**config.mk**
```make
export PLATFORM = sky130hd
export DESIGN_NAME = nibble_add_seq
export DESIGN_NICKNAME = d
export VERILOG_FILES = /design/src/rtl/nibble_add_seq.sv
export SDC_FILE = /design/constraint.sdc
export NUM_CORES = 1
export LEC_CHECK = 0
export ABC_AREA = 1
export BUFFER_PORTS_ARGS = -buffer_cell sky130_fd_sc_hd__buf_4
export CORE_ASPECT_RATIO = 0.75
export CORE_MARGIN = 3
export CORE_UTILIZATION = 24
export CTS_CLUSTER_SIZE = 20
export DETAILED_ROUTE_END_ITERATION = 7
export HOLD_SLACK_MARGIN = 0.02
export PLACE_DENSITY = 0.51
export SLEW_MARGIN = 20
export SYNTH_ARGS = -nofsm -noshare
export SYNTH_HDL_FRONTEND = slang
export SYNTH_SLANG_ARGS = --single-unit
```
**constraint.sdc**
```tcl
create_clock -name clk -period 2.1 [get_ports clk]
set_input_delay 0.42 -clock clk [delete_from_list [all_inputs] [get_ports clk]]
set_output_delay 0.42 -clock clk [all_outputs]
set_load 0.01 [all_outputs]
```
**src/rtl/nibble_add_seq.sv**
```systemverilog
// Sequential feeder/collector around an external 4-bit ripple adder.
// Optional subtract support: define NIBBLE_ADD_SEQ_SUB_EN.
`timescale 1ns/1ps
module nibble_add_seq #(
  parameter int NIBBLES = 4
) (
  input  logic                 clk,
  input  logic                 rst_n,
  input  logic                 in_valid,
  output logic                 in_ready,
  input  logic [4*NIBBLES-1:0] in_a,
  input  logic [4*NIBBLES-1:0] in_b,
  input  logic                 in_cin,
  input  logic                 in_sub,
  output logic [3:0]           add_a,
  output logic [3:0]           add_b,
  output logic                 add_cin,
  input  logic [3:0]           add_sum,
  input  logic                 add_cout,
  output logic                 out_valid,
  input  logic                 out_ready,
  output logic [4*NIBBLES-1:0] out_sum,
  output logic                 out_cout
);

  localparam int W  = 4 * NIBBLES;
  localparam int IW = (NIBBLES > 1) ? $clog2(NIBBLES) : 1;
  localparam logic [IW-1:0] LAST = IW'(NIBBLES - 1);

  typedef enum logic [1:0] {
    S_IDLE,
    S_RUN,
    S_DONE
  } state_t;

  state_t          r_state;
  logic [W-1:0]    r_a;
  logic [W-1:0]    r_b;
  logic            r_carry;
  logic [IW-1:0]   r_idx;
  logic [W-1:0]    r_sum;
  logic            r_cout;
  logic [W-1:0]    w_b_in;
  logic            w_cin_in;
  logic            w_run;

`ifdef NIBBLE_ADD_SEQ_SUB_EN
  // A - B as A + ~B + 1; carry-out high means no borrow
  assign w_b_in   = in_sub ? ~in_b : in_b;
  assign w_cin_in = in_sub | in_cin;
`else
  logic w_unused_sub;
  assign w_unused_sub = in_sub;
  assign w_b_in       = in_b;
  assign w_cin_in     = in_cin;
`endif

  assign w_run     = (r_state == S_RUN);
  assign in_ready  = (r_state == S_IDLE);
  assign out_valid = (r_state == S_DONE);
  assign out_sum   = r_sum;
  assign out_cout  = r_cout;
  assign add_a     = w_run ? r_a[{r_idx, 2'b00} +: 4] : 4'h0;
  assign add_b     = w_run ? r_b[{r_idx, 2'b00} +: 4] : 4'h0;
  assign add_cin   = w_run & r_carry;

  always_ff @(posedge clk or negedge rst_n) begin
    if (!rst_n) begin
      r_state <= S_IDLE;
      r_a     <= '0;
      r_b     <= '0;
      r_carry <= 1'b0;
      r_idx   <= '0;
      r_sum   <= '0;
      r_cout  <= 1'b0;
    end else begin
      unique case (r_state)
        S_IDLE: begin
          if (in_valid) begin
            r_a     <= in_a;
            r_b     <= w_b_in;
            r_carry <= w_cin_in;
            r_idx   <= '0;
            r_sum   <= '0;
            r_cout  <= 1'b0;
            r_state <= S_RUN;
          end
        end
        S_RUN: begin
          r_sum[{r_idx, 2'b00} +: 4] <= add_sum;
          r_carry <= add_cout;
          if (r_idx == LAST) begin
            r_cout  <= add_cout;
            r_idx   <= '0;
            r_state <= S_DONE;
          end else begin
            r_idx <= r_idx + 1'b1;
          end
        end
        S_DONE: begin
          if (out_ready) r_state <= S_IDLE;
        end
        default: r_state <= S_IDLE;
      endcase
    end
  end

endmodule

```
# After elaboration in Yosys (flattened, before gate mapping)
# Cells that the tools add are included.
[op_classes]
reduce_logical = 6
n_eq_ne = 6
shifts = 4
mux = 17
n_addsub = 2
bitwise = 1
[op_table]
columns = ["operator", "count"]
rows = [
  ["$pmux W16 S2", 1],
  ["$shiftx A16 B5 Y4", 2],
  ["$bwmux W16", 1],
  ["$mux W16", 1],
  ["$shift A4 B6 Y16 const A", 1],
  ["$shiftx A4 B6 Y16", 1],
  ["$mux W2", 5],
  ["$mux W4", 2],
  ["$neg A4 Y6", 1],
  ["$pmux W2 S3", 1],
  ["$reduce_and A3 Y1", 2],
  ["$eq A2 B2 Y1 const B", 2],
  ["$ne A2 B1 Y1 const B", 2],
  ["$pmux W1 S2", 2],
  ["$pmux W2 S2", 1],
  ["$reduce_and A2 Y1", 2],
  ["$mux W1", 3],
  ["$add A2 B1 Y2 const B", 1],
  ["$eq A2 B1 Y1 const B", 1],
  ["$logic_not A2 Y1", 1],
  ["$ne A2 B2 Y1 const B", 1],
  ["$reduce_bool A2 Y1", 1],
  ["$and A1 B1 Y1", 1],
]
[totals]
out_inout_bits = 28
register_bits = 54
input_bits = 43
wordCells = 43

# Logic depth before layout (Yosys ltp)
[logic_depth]
ltp_word = 4
depth_mapped = 8

# Worst setup path after synthesis
# OpenSTA, ideal clock, no wires.
[synth_timing]
path_kind = "flip-flop to output port"
start = "register r_idx[0]"
end = "output port add_b[2]"
path_buffers = 2
slack_ps = 546
path_stages_with_launch = 7
arrival_time_ps = 1134
path_cell_list = "dfrtp_1 > clkbuf_2 > inv_2 > buf_2 > nand2_1 > nand3_1 > a21oi_1"
[synth_via]
elab_chain_cells = 2
[synth_rtl]
columns = ["item", "line", "source"]
rows = [
  ["start: declaration", "40", "logic [IW-1:0] r_idx;"],
  ["start signal: assignment", "97", "r_idx <= r_idx + 1'b1;"],
  ["$shiftx A16 B5 Y4", "64", "assign add_b = w_run ? r_b[{r_idx, 2'b00} +: 4] : 4'h0;"],
  ["$mux W4", "64", ""],
  ["end: declaration", "16", "output logic [3:0] add_b,"],
]
# No other way between the ends.

# Worst setup path in the final report
[layout_timing]
start = "register r_idx[1]"
end = "output port add_a[0]"
[layout_via]
elab_chain_cells = 2
[layout_rtl]
columns = ["item", "line", "source"]
rows = [
  ["$shiftx A16 B5 Y4", "63", "assign add_a = w_run ? r_a[{r_idx, 2'b00} +: 4] : 4'h0;"],
  ["$mux W4", "63", ""],
  ["end: declaration", "15", "output logic [3:0] add_a,"],
]
# No other way between the ends.

==> metrics.txt <==
pre-CTS WS between 0.3 and 0.4 ns; post-route insts no fill a little over 500; slew margin rel. a little over half; Worst Path Buf+Inv 2; diode count 0; Pre-antenna DRT Iters 4; Final GP Congestion a little over 0.7; antenna viol nets, final 0; unique cell type count in the Yosys netlist 19; mapped cell area approximately 0.0026 mm²; fin nets 430; CP Cell Sequence clkinv_1 > nand3_1 > a21oi_1 > buf_4; # Max-Cap Violations 0; DIE WIDTH between 100 and 150 µm; I/O Pins 71; combinational share of power a little under half; Final period util 90.9%; Gates resized, CTS repair 0; Final min period about 1.9 ns; Layout area overhead 29.8%; Seq cells post-synth 54; CP max-delay cell dfrtp_1; Worst-path clk slew approximately 0.07 ns; CP Capture Type primary output; Detailed Route WL between 6000 and 7000 µm; synthesized instance count around 320; LEAKAGE 1.76 nW; Arrival @ worst endpoint 1.49 ns; Final setup viols 0; Reg power frac between 30 and 40%; sequential fraction of the synthesis area between 50% and 60%; status complete, no violations; fin. max-slew vios 0; Hold-fix buffers, CTS 0; Syn Nets approximately 360; Layout Skew about 0.0034 ns; Pwr Density 1410 mW/mm²; RSZ-0062 raised after global routing false; Clk pwr share approximately a fifth; initial DRC count 87; # DRC 0; clock latency on the worst-skew pair approximately 0.29 ns; Int Pwr around 2.9 mW; CTS Buffer Depth 2; htree depth 2; Inst Count DP 510; final hold vios 0; worst min path class input port to asynchronous set/reset pin; Crit path max-delay family buffers and inverters; r2r worst-path depth 5; crit start category register; Worst R2R Setup Slack 0.39 ns; synthesized area per cell slightly above 8 µm²; Wirelength per Cell 12.5 µm; sw frac 39.3%; core area around 0.010 mm²; CTS tree built; PortBufs 69; detailed placement HPWL 4730 µm; top cell type's share of synthesized area a little over half; Tightest Pin Transition between 0.6 and 0.7 ns; layout cells sized above 1 between 20% and 30%; Die Area 0.0121 mm²; Yosys warnings 0; die span in y 95.9 µm; Highest Clock Rate 0.524 GHz; antenna violations before repair 0; Area contributors post-synth dfrtp_1 (52%), nand2_1 (8.9%), a21oi_1 (7.9%); CP required approximately 1.7 ns; total grt overflow 0; VDD IR max about 0.68 mV; CTS sink cnt 54; Synth area leader dfrtp_1; final worst slack ~0.19 ns; vias in the first global route 2183; crit-path max cell delay between 0.3 and 0.4 ns; post-CTS setup buffer count 0; largest net degree at the start of global routing 55; setup_tns 0 ns; # fillers ~1100; TritonCTS Buffers 5; Max FO, Critical Path 11; Final Total Pwr between 4 and 5 mW; sw power 1.87 mW; Overall Global Routing Usage between 10% and 20%; vias per inst between 4 and 5; clock tree root buffer cell clkbuf_16; area of the multi-input gates roughly 960 µm²; total number of vias between 2000 and 2500; Initial Util 24.8%; R2R Path End out_sum[1]; CP Class register to primary output; Reg-to-Reg Start r_idx[1]; Sequential Area about 0.0014 mm²; first-pass GRT wire length roughly 11000 µm; Row Count 32
[cells in the mapped netlist (all sizes together)]
master / number
nand2: 61
dfrtp: 54
nor2: 43
a21oi: 41
inv: 41
nand3: 36
o21ai: 14
buf: 12
ha: 6
clkbuf: 3
clkinv: 1
nand3b: 1
o31ai: 1
or2: 1
[power by group through the flow]
stage	clock network [mW]	logic, mW	registers (mW)
floorplan	0	1.45	1.65
global placement	0	2.23	1.63
detailed placement	0	2.25	1.64
CTS	0.964	2.26	1.62
global route	1.00	2.54	1.66
finish	0.922	2.21	1.62
[area by class of cell]
class | instances | share of cell area (%)
tap | 136 | 5.07
clock buffer | 7 | 3.95
timing repair buffer | 74 | 16.5
inverter | 42 | 4.70
sequential | 54 | 40.3
clock inverter | 1 | 0.895
multi-input combinational | 204 | 28.6
[logic make-up (layout without fill, tap and decap cells)]
family                   after synthesis  count (layout)  share of synthesized area, %
AND/OR/NAND/NOR                      142             142                          23.1
flip-flops                            54              54                          52.2
buffers and inverters                 57             124                          10.8
adder cells (fa/ha/maj)                6               6                          2.90
AO/OA/AOI/OAI                         56              56                          10.9
[cell usage in the layout, fill, tap and decap left out, types with 2 or more instances in the layout]
cell / netlist / final
clkbuf_1: 2 / 2
nand2_1: 61 / 59
nor2_1: 40 / 40
nand2_2: 0 / 2
inv_2: 2 / 2
nand3_1: 36 / 36
inv_1: 39 / 39
buf_4: 0 / 74
o21ai_0: 14 / 14
dfrtp_1: 54 / 54
a21oi_1: 41 / 41
nor2_2: 2 / 2
ha_1: 6 / 6
clkbuf_16: 0 / 5
[per-stage QoR]
| stage | utilization [%] | instance area (µm²) | hold slack, ns |
|---|---|---|---|
| 5_1_grt | 32.2 | 3360 | 0.246 |
| 6_report | 32.2 | 3360 | 0.170 |
| 3_3_place_gp | 30.7 | 3190 | 0.481 |
| 3_5_place_dp | 30.7 | 3190 | 0.487 |
| 4_1_cts | 32.2 | 3350 | 0.208 |
| 2_1_floorplan | - | 2590 | 0.124 |
[worst max path at each step]
stage	start	endpoint	depth (start not counted)
floorplan	r_idx[0]	add_b[2]	6
global placement	r_state[1]	add_a[1]	4
CTS	r_state[1]	add_a[0]	4
finish	r_idx[1]	add_a[0]	4
global route	r_idx[1]	add_a[0]	4
detailed placement	r_idx[1]	out_sum[1]	5
[registers in the layout, summed over array words and instances (netlist names)]
name      flops
r_b          16
r_state       2
r_idx         2
out_cout      1
r_carry       1
r_a          16
out_sum      16
[per-layer routing]
layer  wire length (µm)  up-vias  track usage (%)
li1                   -     1124                -
met1               3300     1008             16.4
met2               2690       68             16.3
met3                450        5             3.72
met4                 47        0             2.41
met5                  0        -                0
Power figures use the tool's default switching activity.
